[src/rtl/lsu1_dreq.sv]
// lsu1_dreq: LSU stage-1 data-request engine. Issues one data-bus transaction
// per memory instruction, stalls the pipeline until it completes, and presents
// the aligned/extended load result to LSU2.
module lsu1_dreq (
  input  logic        clk,
  input  logic        rst,
  input  logic        exception_flush,
  input  logic        lsu1_stall_i,
  input  logic [31:0] ex_pc_i,
  input  logic [31:0] ex_alu_res_i,
  input  logic [31:0] ex_rt_data_i,
  input  logic        ex_mem_en_i,
  input  logic        ex_mem_wr_i,
  input  logic [1:0]  ex_mem_size_i,
  input  logic        ex_mem_unsigned_i,
  output logic        data_req,
  output logic        data_wr,
  output logic [1:0]  data_size,
  output logic [31:0] data_addr,
  output logic [31:0] data_wdata,
  input  logic        data_addr_ok,
  input  logic        data_data_ok,
  input  logic [31:0] data_rdata,
  output logic        lsu1_stall_req_o,
  output logic [31:0] lsu1_rdata_o,
  output logic        lsu1_rdata_valid_o,
  output logic        lsu1_addr_err_o,
  output logic [31:0] lsu1_bad_vaddr_o
);

  typedef enum logic [2:0] {IDLE, ADDR, DATA, DONE, CANCEL} state_t;

  state_t      state_reg, state_next;
  logic        misaligned;
  logic        issue;
  logic        stall_raw;
  logic [1:0]  addr_lo_reg;
  logic [1:0]  size_reg;
  logic        unsigned_reg;
  logic        wr_reg;
  logic [31:0] rdata_reg;
  logic [7:0]  byte_val;
  logic [15:0] half_val;
  logic [31:0] load_val;
  logic        unused_pc;

  // The PC travels with the instruction but this stage has no use for it.
  assign unused_pc = ^ex_pc_i;

  // Alignment check; size 3 behaves like a word access.
  always_comb begin
    misaligned = 1'b0;
    if (ex_mem_en_i) begin
      case (ex_mem_size_i)
        2'd0:    misaligned = 1'b0;
        2'd1:    misaligned = ex_alu_res_i[0];
        default: misaligned = (ex_alu_res_i[1:0] != 2'b00);
      endcase
    end
  end

  assign lsu1_addr_err_o  = misaligned;
  assign lsu1_bad_vaddr_o = ex_alu_res_i;

  // A request is presented from IDLE for a legal access, or held in ADDR;
  // a flush withdraws it in the same cycle.
  assign issue = ((state_reg == IDLE && ex_mem_en_i && !misaligned) ||
                  state_reg == ADDR) && !exception_flush;

  // Outputs are forced low while reset is held so nothing leaks during reset.
  assign data_req         = issue && !rst;
  assign lsu1_stall_req_o = stall_raw && !rst;

  // Request fields come straight from the held EX->LSU1 register, so they stay
  // stable for as long as the stall keeps that register frozen.
  assign data_addr = ex_alu_res_i;
  assign data_size = ex_mem_size_i;
  assign data_wr   = ex_mem_wr_i;

  // Store data replicated into every lane the access could hit.
  always_comb begin
    case (ex_mem_size_i)
      2'd0:    data_wdata = {4{ex_rt_data_i[7:0]}};
      2'd1:    data_wdata = {2{ex_rt_data_i[15:0]}};
      default: data_wdata = ex_rt_data_i;
    endcase
  end

  // Next-state logic for the request/response handshake.
  always_comb begin
    state_next = state_reg;
    case (state_reg)
      IDLE: begin
        if (issue) state_next = data_addr_ok ? DATA : ADDR;
      end
      ADDR: begin
        if (exception_flush)   state_next = IDLE;
        else if (data_addr_ok) state_next = DATA;
      end
      DATA: begin
        if (data_data_ok)         state_next = exception_flush ? IDLE : DONE;
        else if (exception_flush) state_next = CANCEL;
      end
      DONE: begin
        if (exception_flush)   state_next = IDLE;
        else if (!lsu1_stall_i) state_next = IDLE;
      end
      CANCEL: begin
        if (data_data_ok) state_next = IDLE;
      end
      default: state_next = IDLE;
    endcase
  end

  // Stall request: held while a transaction is open, released in DONE.
  always_comb begin
    stall_raw = 1'b0;
    case (state_reg)
      IDLE:       stall_raw = issue;
      ADDR, DATA: stall_raw = 1'b1;
      CANCEL:     stall_raw = ex_mem_en_i;
      default:    stall_raw = 1'b0;
    endcase
  end

  // State register.
  always_ff @(posedge clk or posedge rst) begin
    if (rst) state_reg <= IDLE;
    else     state_reg <= state_next;
  end

  // Capture access attributes whenever a request is presented.
  always_ff @(posedge clk or posedge rst) begin
    if (rst) begin
      addr_lo_reg  <= 2'b00;
      size_reg     <= 2'b00;
      unsigned_reg <= 1'b0;
      wr_reg       <= 1'b0;
    end else if (issue) begin
      addr_lo_reg  <= ex_alu_res_i[1:0];
      size_reg     <= ex_mem_size_i;
      unsigned_reg <= ex_mem_unsigned_i;
      wr_reg       <= ex_mem_wr_i;
    end
  end

  // Capture the read word on a live response; flushed responses are dropped.
  always_ff @(posedge clk or posedge rst) begin
    if (rst) rdata_reg <= 32'h0;
    else if (state_reg == DATA && data_data_ok && !exception_flush)
      rdata_reg <= data_rdata;
  end

  // Lane selection and sign/zero extension of the captured word.
  always_comb begin
    case (addr_lo_reg)
      2'd0:    byte_val = rdata_reg[7:0];
      2'd1:    byte_val = rdata_reg[15:8];
      2'd2:    byte_val = rdata_reg[23:16];
      default: byte_val = rdata_reg[31:24];
    endcase
    half_val = addr_lo_reg[1] ? rdata_reg[31:16] : rdata_reg[15:0];
    case (size_reg)
      2'd0:    load_val = {{24{byte_val[7] & ~unsigned_reg}}, byte_val};
      2'd1:    load_val = {{16{half_val[15] & ~unsigned_reg}}, half_val};
      default: load_val = rdata_reg;
    endcase
  end

  assign lsu1_rdata_o       = wr_reg ? 32'h0 : load_val;
  assign lsu1_rdata_valid_o = (state_reg == DONE) && !exception_flush;

endmodule

[config.mk]
export PLATFORM = sky130hd
export DESIGN_NAME = lsu1_dreq
export DESIGN_NICKNAME = d
export VERILOG_FILES = /design/src/rtl/lsu1_dreq.sv
export SDC_FILE = /design/constraint.sdc
export NUM_CORES = 1
export LEC_CHECK = 0
export CORE_MARGIN = 4
export CORE_UTILIZATION = 37
export DETAILED_ROUTE_END_ITERATION = 10
export GPL_TIMING_DRIVEN = 0
export PLACE_DENSITY = 0.87
export SYNTH_ARGS = -nofsm -noshare
export SYNTH_HDL_FRONTEND = slang
export SYNTH_SLANG_ARGS = --single-unit
[constraint.sdc]
create_clock -name clk -period 3.1 [get_ports clk]
set_input_delay 0.93 -clock clk [delete_from_list [all_inputs] [get_ports clk]]
set_output_delay 0.93 -clock clk [all_outputs]
set_load 0.005 [all_outputs]
==> metrics.md, run 1 <==
| Metric | Value |
|---|---|
| Distinct cells, synth | 45 |
| DR iter-0 viols | 254 |
| Antenna violations before repair | 0 |
| Post-Layout Cell Count | 734 |
| WL met3 | 1.03 mm |
| Placed Area | 0.00589 mm² |
| Root Driver | clkbuf_8 |
| Final HPWL DP | 10.0 mm |
| CP Max Fanout | 10 |
| Slew Viols, Final | 0 |
| Clock Tree Buf Depth | 2 |
| DR WL met2 | 6.41 mm |
| First-pass GRT wire length | 18.6 mm |
| Top-Level Pins | 274 |
| Pwr per Cell Area | 636 mW/mm² |
| Switching Power | 1.55 mW |
| Ranking of synthesized cells by area | dfrtp_1, mux2_2, buf_4 |
| Synthesized cell area | 0.00362 mm² |
| Synthesis warning total | 0 |
| Clock sinks | 41 |
| Total Power | 3.95 mW |
| Die Wd | 107 µm |
| DRC viols | 0 |
| CTS Buf Count | 5 |
| Gate Count Post-Synth | 375 |
| Setup crit start kind | primary input |
| Primary FF master, synth | dfrtp_1 |
| Max reg flops | 32 |
| Final GP Congestion | 0.862 |
| WHS | 512 ps |
| Max-cap viol count | 0 |
| Clk_lat worst skew | 290 ps |
| Routed Antenna Nets | 0 |
| Relative slew slack | 44.0% |
| Vias | 3562 |
| Endpoints failing hold | 0 |
| Sequential fraction of design power | 27.1% |
| Layout Nets | 743 |
| Post-synth EDFFs | 0 |
| Most common cell after layout, fill and taps aside | clkdlybuf4s50_1 |
| Routed len/inst | 16.7 µm |
| Clock Power Share | 9.6% |
| FFs w/ async S/R, synth | 100% |
| Die area | 0.0114 mm² |
| Outcome | finished clean |
| Most frequent cells in the layout | clkdlybuf4s50_1, buf_4, mux2_2 |
| Synth area leader | dfrtp_1 |
| Crit path max-delay cell type | clkdlybuf4s50_1 |
| P_int | 2.39 mW |
| Core ar. | 0.00937 mm² |
| Crit path largest cell delay | 450 ps |
| Yosys top cell area share | 28.3% |
| PortBufs | 210 |
| Vias/cell | 4.85 |
| CP bufs+invs | 2 |
| Site Rows | 35 |
| Diode count | 0 |
| Crit. End Element | output pin |
| Worst EP arrival | 2150 ps |
| Hold buffer count at CTS | 0 |
| Avg Cell Area, Syn | 9.66 µm² |
| Initial core utilization | 38.7% |
| Post-synthesis sequential area ratio | 28.3% |
| GRT overflow | 0 |
| Crit Path Category | primary input to output pin |
| Leak Pwr | 2.99 nW |
| Layout area overhead | 71.3% |
| Yosys reg bits | 41 |
| Syn Nets | 514 |
| Sw Ratio | 39.4% |
| Worst Path Required | 2170 ps |
| Delay-heaviest family, CP | buffers and inverters |
| # H-tree levels | 2 |
| Final Util | 66.2% |
| Fmax | 324 MHz |
| First-pass DRT Iterations | 4 |
| Share of cells above drive strength 1 | 34.9% |
| Final WL | 12.2 mm |
| Dpl cells | 714 |
| Met1 WL | 4.68 mm |
| Largest net degree at the start of global routing | 42 |
| Die H | 107 µm |
| Top sig layer | met4 |
| Setup violators final | 0 |
| Tcrit/Tclk final | 99.4% |
| Setup Skew | 5.42 ps |
| Slew @ Worst Pin | 838 ps |
| Hold WC Path Type | register to register |
| CTS tree | built |
| Final Cell Area | 0.00620 mm² |
| Worst IR Drop VDD | 0.293 mV |
| Critical-path cell list | buf_4 -> nor2_4 -> mux2_2 -> clkdlybuf4s50_1 |
| CTS clock-pin slew for the worst setup and hold paths | 80 ps |
| Logic pwr share | 63.3% |
| GRT Total Usage | 20.3% |
| Number of global-route vias before repair | 3690 |
| Post-layout min period | 3080 ps |
==> power groups by stage <==
stage          registers (mW)  clock network, mW  logic (mW)
2_1_floorplan           0.953                  0        1.46
3_3_place_gp             1.06                  0        2.48
3_5_place_dp             1.07                  0        2.52
4_1_cts                  1.06              0.394        2.49
5_1_grt                  1.11              0.417        2.72
6_report                 1.07              0.380        2.50
==> timing repair <==
item | 4_1_cts | 5_1_grt
endpoints found under the setup margin | 57 | 22
cloned | 1 | 0
resized for setup | 79 | 31
hold endpoints to repair | 0 | 0
buffers inserted | 5 | 6
pin swaps | 4 | 3
==> layer usage <==
| layer | vias up | GRT usage [%] |
|---|---|---|
| met2 | 167 | 37.2 |
| li1 | 1719 | - |
| met1 | 1667 | 24.2 |
| met5 | - | 0 |
| met3 | 9 | 4.46 |
| met4 | 0 | 4.11 |
==> worst paths after layout <==
kind / start / end / slack [ps] / depth (start not counted)
min in group asynchronous: rst / rdata_reg[8] / 1200 / 2
hold reg to reg: rdata_reg[6] / rdata_reg[6] / 510 / 1
max in group asynchronous: rst / size_reg[0] / 1330 / 2
setup / recovery: ex_mem_size_i[1] / data_wdata[14] / 20 / 4
setup reg to reg: state_reg[1] / rdata_reg[9] / 1410 / 4
hold / removal: rdata_reg[6] / rdata_reg[6] / 510 / 1
==> Yosys cell counts, drive strengths merged, types with 2 or more instances <==
cell / instances
and3b: 8
nor3: 2
o211ai: 17
buf: 89
nand3b: 2
a21oi: 5
nand4: 2
nand2b: 9
o21ai: 18
o22ai: 2
or2b: 7
nor2b: 4
nand2: 29
dfrtp: 41
mux2: 63
nor2: 6
inv: 10
mux2i: 17
or3: 2
clkbuf: 10
a41oi: 8
a221oi: 7
a31oi: 2
==> area by class of cell <==
| type | instances | area, µm² |
|---|---|---|
| fillers | 773 | 3170 |
| repair buffers | 222 | 2200 |
| multi-input cells | 224 | 1930 |
| flip-flops and latches | 41 | 1030 |
| plain buffers | 99 | 731 |
| well taps | 129 | 161 |
| clock buffers | 7 | 96.3 |
| inverters | 11 | 43.8 |
| clock inverters | 1 | 5.00 |
==> kinds of logic after synthesis <==
| logic type | Yosys count | synth area share [%] |
|---|---|---|
| and+or+nand+nor | 77 | 12.4 |
| DFF | 41 | 28.3 |
| xor gates and xnor gates | 1 | 0.242 |
| AOI/OAI and AO/OA | 66 | 14.5 |
| muxes | 80 | 24.3 |
| buffers and inverters | 110 | 20.2 |
==> stage by stage <==
stage | setup slack, ps | setup TNS, ps
2_1_floorplan | 423 | 0
6_report | 17.6 | 0
3_3_place_gp | -716 | -9760
5_1_grt | -11.6 | -11.6
4_1_cts | -25.8 | -49.6
3_5_place_dp | -669 | -9780
(Power assumes the default switching activity.)
==> run 2, diff against run 1 <==
--- a/config.mk
+++ b/config.mk
@@ -10,6 +10,7 @@
 export DETAILED_ROUTE_END_ITERATION = 10
 export GPL_TIMING_DRIVEN = 0
 export PLACE_DENSITY = 0.87
+export RECOVER_POWER = 25
 export SYNTH_ARGS = -nofsm -noshare
 export SYNTH_HDL_FRONTEND = slang
 export SYNTH_SLANG_ARGS = --single-unit
==> metrics.md, run 2 (synthesized netlist as in run 1, its figures left out) <==
| Metric | Value |
|---|---|
| Outcome | complete, but fails checks |
| Failing checks | capacitance limit, slew limit |
| Hold WC Path Type | register to register |
| Site Rows | 35 (unchanged) |
| Relative slew slack | -1.30% (-45 points) |
| P_int | 2.39 mW (-0.29%) |
| Share of cells above drive strength 1 | 34.2% (-0.66 points) |
| Pwr per Cell Area | 637 mW/mm² (+0.14%) |
| DRC viols | 0 (unchanged) |
| Top-Level Pins | 274 (unchanged) |
| Crit. End Element | output pin |
| CP Max Fanout | 10 (unchanged) |
| Diode count | 0 (unchanged) |
| Most common cell after layout, fill and taps aside | clkdlybuf4s50_1 |
| Final HPWL DP | 10.0 mm (unchanged) |
| CTS Buf Count | 5 (unchanged) |
| Crit path largest cell delay | 450 ps (about the same) |
| Clk_lat worst skew | 290 ps (about the same) |
| Crit Path Category | primary input to output pin |
| First-pass DRT Iterations | 4 (unchanged) |
| Routed Antenna Nets | 0 (unchanged) |
| Worst EP arrival | 2150 ps (about the same) |
| Setup violators final | 0 (unchanged) |
| Final WL | 12.2 mm (about the same) |
| Worst IR Drop VDD | 0.294 mV (+0.37%) |
| Setup Skew | 6.17 ps (+0.756 ps) |
| Tcrit/Tclk final | 99.4% (about the same) |
| Total Power | 3.94 mW (-0.22%) |
| Initial core utilization | 38.7% (unchanged) |
| Most frequent cells in the layout | clkdlybuf4s50_1, buf_4, mux2_2 |
| Total negative slack | 0 ps (unchanged) |
| Dpl cells | 714 (unchanged) |
| Hold path start | rdata_reg[6] |
| CTS tree | built |
| Setup crit start kind | primary input |
| Sw Ratio | 39.4% (+0.045 points) |
| Slew @ Worst Pin | 1520 ps (+680 ps) |
| Core ar. | 0.00937 mm² (unchanged) |
| Crit path max-delay cell type | clkdlybuf4s50_1 |
| Slew Viols, Final | 42 (+42) |
| Clock Tree Buf Depth | 2 (unchanged) |
| Max reg flops | 32 (unchanged) |
| # H-tree levels | 2 (unchanged) |
| Clock sinks | 41 (unchanged) |
| Layout area overhead | 70.7% |
| Die area | 0.0114 mm² (unchanged) |
| First-pass GRT wire length | 18.6 mm (unchanged) |
| Leak Pwr | 2.99 nW (-0.22%) |
| GRT Total Usage | 20.3% (unchanged) |
| Vias/cell | 4.89 (+0.67%) |
| Final Util | 66.0% (-0.24 points) |
| PortBufs | 210 (unchanged) |
| Max-cap viol count | 1 (+1) |
| Endpoints failing hold | 0 (unchanged) |
| Post-Layout Cell Count | 734 (unchanged) |
| Crit path from | ex_mem_size_i[1] |
| Logic pwr share | 63.2% (about the same) |
| Routed len/inst | 16.7 µm (about the same) |
| Post-layout min period | 3080 ps (-0.223 ps) |
| Antenna violations before repair | 0 (unchanged) |
| DR iter-0 viols | 256 (+0.79%) |
| Die Wd | 107 µm (unchanged) |
| Final GP Congestion | 0.862 (unchanged) |
| Fmax | 324 MHz (about the same) |
| Root Driver | clkbuf_8 |
| Worst Path Required | 2170 ps (about the same) |
| Layout Nets | 743 (unchanged) |
| R2R Path Start | state_reg[1] |
| Number of global-route vias before repair | 3690 (unchanged) |
| Critical-path cell list | buf_4 -> nor2_4 -> mux2_2 -> clkdlybuf4s50_1 |
| WHS | 511 ps (-1.18 ps) |
| GRT overflow | 0 (unchanged) |
| Sequential fraction of design power | 27.2% (about the same) |
| Hold buffer count at CTS | 0 (unchanged) |
| Die H | 107 µm (unchanged) |
| Switching Power | 1.55 mW (-0.10%) |
| CTS clock-pin slew for the worst setup and hold paths | 80 ps (about the same) |
| Largest net degree at the start of global routing | 42 (unchanged) |
| Clock Power Share | 9.6% (about the same) |
| Vias | 3586 (+0.67%) |
## run 2: path summary, 6_finish.rpt
| path | endpoint | slack, ps | cells after the start |
|---|---|---|---|
| setup / recovery | data_wdata[14] | 20 | 4 |
| hold / removal | rdata_reg[6] | 510 | 1 |
| setup reg to reg | rdata_reg[9] | 1190 | 4 |
| hold reg to reg | rdata_reg[6] | 510 | 1 |
| max in group asynchronous | size_reg[0] | 510 | 2 |
| min in group asynchronous | rdata_reg[8] | 1600 | 2 |
## run 2: metrics by stage
stage | setup WS (ps) | area, µm²
final | 17.9 | 6180
after floorplan | 423 | 3620
after global routing | -11.6 | 6180
after global placement | -716 | 5890
after detailed placement | -669 | 5890
after CTS | -25.8 | 6090
## run 2: critical path: cells and delay by family
kind	cells	cell delay, ps
buffers and inverters	2	620
and+or+nand+nor	1	240
muxes	1	370
## run 2: power by group through the flow
stage               registers (mW)  logic [mW]  clock network (mW)
global placement              1.06        2.48                   0
global route                  1.11        2.70               0.417
CTS                           1.06        2.49               0.394
floorplan                    0.953        1.46                   0
detailed placement            1.07        2.52                   0
finish                        1.07        2.49               0.379
## run 2: area by class of cell
cell class | instances | area (µm²)
Buffer | 99 | 729
Clock buffer | 7 | 96.3
Sequential cell | 41 | 1030
Fill cell | 777 | 3190
Tap cell | 129 | 161
Timing Repair Buffer | 222 | 2200
Inverter | 11 | 43.8
Clock inverter | 1 | 5.00
Multi-Input combinational cell | 224 | 1920
## run 2: repair_timing
action | in CTS | in global routing
endpoints found under the setup margin | 57 | 22
pin swaps | 4 | 3
resized for setup | 79 | 31
setup buffers | 5 | 6
cloned | 1 | 0
## run 2: routing by layer
metal | vias up | global-route usage [%] | part of all wire, %
met5 | - | 0 | 0
met4 | 0 | 4.11 | 1.0
met3 | 11 | 4.46 | 8.3
met2 | 169 | 37.2 | 52
met1 | 1684 | 24.2 | 39
li1 | 1722 | - | -
==> run 3, diff against run 2 <==
==> config.mk (replaced) <==
export PLATFORM = sky130hd
export DESIGN_NAME = lsu1_dreq
export DESIGN_NICKNAME = d
export VERILOG_FILES = /design/src/rtl/lsu1_dreq.sv
export SDC_FILE = /design/constraint.sdc
export NUM_CORES = 1
export LEC_CHECK = 0
export CORE_AREA = 4 4 104 106
export DETAILED_ROUTE_END_ITERATION = 10
export DIE_AREA = 0 0 108 110
export DONT_BUFFER_PORTS = 1
export GPL_TIMING_DRIVEN = 0
export RECOVER_POWER = 25
export SETUP_SLACK_MARGIN = 0.1
export SYNTH_ARGS = -nofsm -noshare
export SYNTH_HDL_FRONTEND = slang
export SYNTH_SLANG_ARGS = --single-unit
==> metrics.md, run 3 (synthesized netlist as in run 1, its figures left out) <==
| Metric | Value |
|---|---|
| CTS tree | built |
| Setup crit start kind | primary input |
| Layout area overhead | 7.01% |
| Fmax | 346 MHz (+6.6%) |
| Total Power | 3.20 mW (-19%) |
| Layer with the highest usage | met2 |
| Grt met1 use | 19.0% (-5.2 points) |
| Clock Tree Buf Depth | 2 (unchanged) |
| Hold WC Path Type | register to register |
| Final Cell Area | 0.00388 mm² (-37%) |
| GRT Total Usage | 15.1% (-5.2 points) |
| Worst Path Required | 2170 ps (about the same) |
| Routed len/inst | 19.5 µm (+17%) |
| Outcome | complete, but fails checks |
| Initial core utilization | 37.1% (-1.6 points) |
| Total negative slack | 0 ps (unchanged) |
| Placed Area | 0.00379 mm² (-36%) |
| Crit Path Category | primary input to output pin |
| Crit. End Element | output pin |
| DR iter-0 viols | 125 (-51%) |
| Max reg flops | 32 (unchanged) |
| RSZ-0062 raised after global routing | false |
| Routed Antenna Nets | 0 (unchanged) |
| Tcrit/Tclk final | 93.3% (-6.2 points) |
| Vias | 2788 (-22%) |
| Clk_lat worst skew | 300 ps (about the same) |
| Endpoints failing hold | 0 (unchanged) |
| Failing checks | capacitance limit, slew limit |
| Die area | 0.0119 mm² (+3.9%) |
| Relative slew slack | -4.70% (-3.4 points) |
| Leak Pwr | 1.77 nW (-41%) |
| Die Wd | 108 µm (+0.99%) |
| Worst reg2reg path depth | 4 (unchanged) |
| Worst hold stages | 1 (unchanged) |
| Post-CTS Setup Inserts | 0 (-5) |
| CTS clock-pin slew for the worst setup and hold paths | 70 ps (about the same) |
| Vias/cell | 5.41 (+11%) |
| Setup violators final | 0 (unchanged) |
| Antenna violations before repair | 0 (unchanged) |
| PortBufs | 0 (-100%) |
| Diode count | 0 (unchanged) |
| Pwr per Cell Area | 826 mW/mm² (+30%) |
| Final Util | 39.7% (-26 points) |
| Post-layout min period | 2890 ps (-191 ps) |
| Max-cap viol count | 1 (unchanged) |
| Final WL | 10.1 mm (-18%) |
| Number of global-route vias before repair | 2612 (-29%) |
| Most frequent cells in the layout | buf_4, mux2_2, dfrtp_1 |
| Root Driver | clkbuf_8 |
| Worst IR Drop VDD | 0.276 mV (-6.0%) |
| Final GP Congestion | 0.858 (-0.42%) |
| Die H | 110 µm (+2.9%) |
| Routing usage on met2 | 25.8% (-11 points) |
| Worst EP arrival | 1960 ps (-190 ps) |
| First-pass GRT wire length | 13.9 mm (-25%) |
| Clock sinks | 41 (unchanged) |
| First-pass DRT Iterations | 5 (+1) |
| Site Rows | 36 (+2.9%) |
| Slew @ Worst Pin | 1570 ps (+50.9 ps) |
| Most common cell after layout, fill and taps aside | buf_4 |
| CTS Buf Count | 5 (unchanged) |
| M3 GR Usage | 3.84% (-0.61 points) |
| CP Max Fanout | 10 (unchanged) |
| Top-Level Pins | 274 (unchanged) |
| Slew Viols, Final | 42 (unchanged) |
| Setup Skew | 9.75 ps (+3.58 ps) |
| Final HPWL DP | 8.24 mm (-18%) |
| Layout Nets | 521 (-30%) |
| # H-tree levels | 2 (unchanged) |
| GRT overflow | 0 (unchanged) |
| DRC viols | 0 (unchanged) |
| Share of cells above drive strength 1 | 44.5% (+10 points) |
| Core ar. | 0.00977 mm² (+4.3%) |
| Largest net degree at the start of global routing | 42 (unchanged) |
==> run 3: cell count changes in the layout (fill, tap and decap cells not counted), moves of 8 or more <==
cell | before | now
clkdlybuf4s50_1 | 153 | 0
clkbuf_1 | 6 | 14
buf_4 | 87 | 76
dlymetal6s2s_1 | 14 | 0
dlygate4sd2_1 | 37 | 0
==> run 3: layout make-up <==
type,count,area [µm²]
multi-input combinational,224,1870
inverter,11,41.3
sequential,41,1030
clock buffer,7,86.3
fill,979,5900
tap,133,166
buffer,99,688
==> run 3: critical path: stages <==
cell and delay (ps):
buf_2 190, clkbuf_1 420, mux2_2 410
==> run 3: final timing paths <==
kind                             endpoint              from  slack, ps
setup / recovery           data_wdata[23]  ex_mem_size_i[1]        210
max in group asynchronous    state_reg[1]               rst       1180
hold reg to reg              rdata_reg[6]      rdata_reg[6]        510
min in group asynchronous    rdata_reg[2]               rst       1010
setup reg to reg             rdata_reg[9]      state_reg[1]       1300
hold / removal               rdata_reg[6]      rdata_reg[6]        510
==> run 3: power by group <==
part | leakage (nW) | internal [mW] | switching [mW]
combinational | 1.22 | 0.840 | 0.939
clock | 0.0443 | 0.177 | 0.176
sequential | 0.500 | 0.794 | 0.277
==> run 3: metrics by stage <==
stage                     hold slack (ps)  setup WS (ps)  std cells
after floorplan                       479            423        375
after global placement                493            209        508
after detailed placement              494            179        508
after CTS                             512            178        515
after global routing                  528            116        515
final                                 510            209        515
==> run 3: timing repair <==
action / CTS / global route
gates resized for setup: 0 / 1
hold buffers: 0 / 0
setup endpoints to repair: 0 / 7
==> run 3: layer usage <==
metal	share of wire (%)	routed length (µm)	vias up
met4	0.94	95	0
met2	50	5020	175
met5	0	0	-
li1	-	-	1272
met1	38	3860	1334
met3	11	1090	7
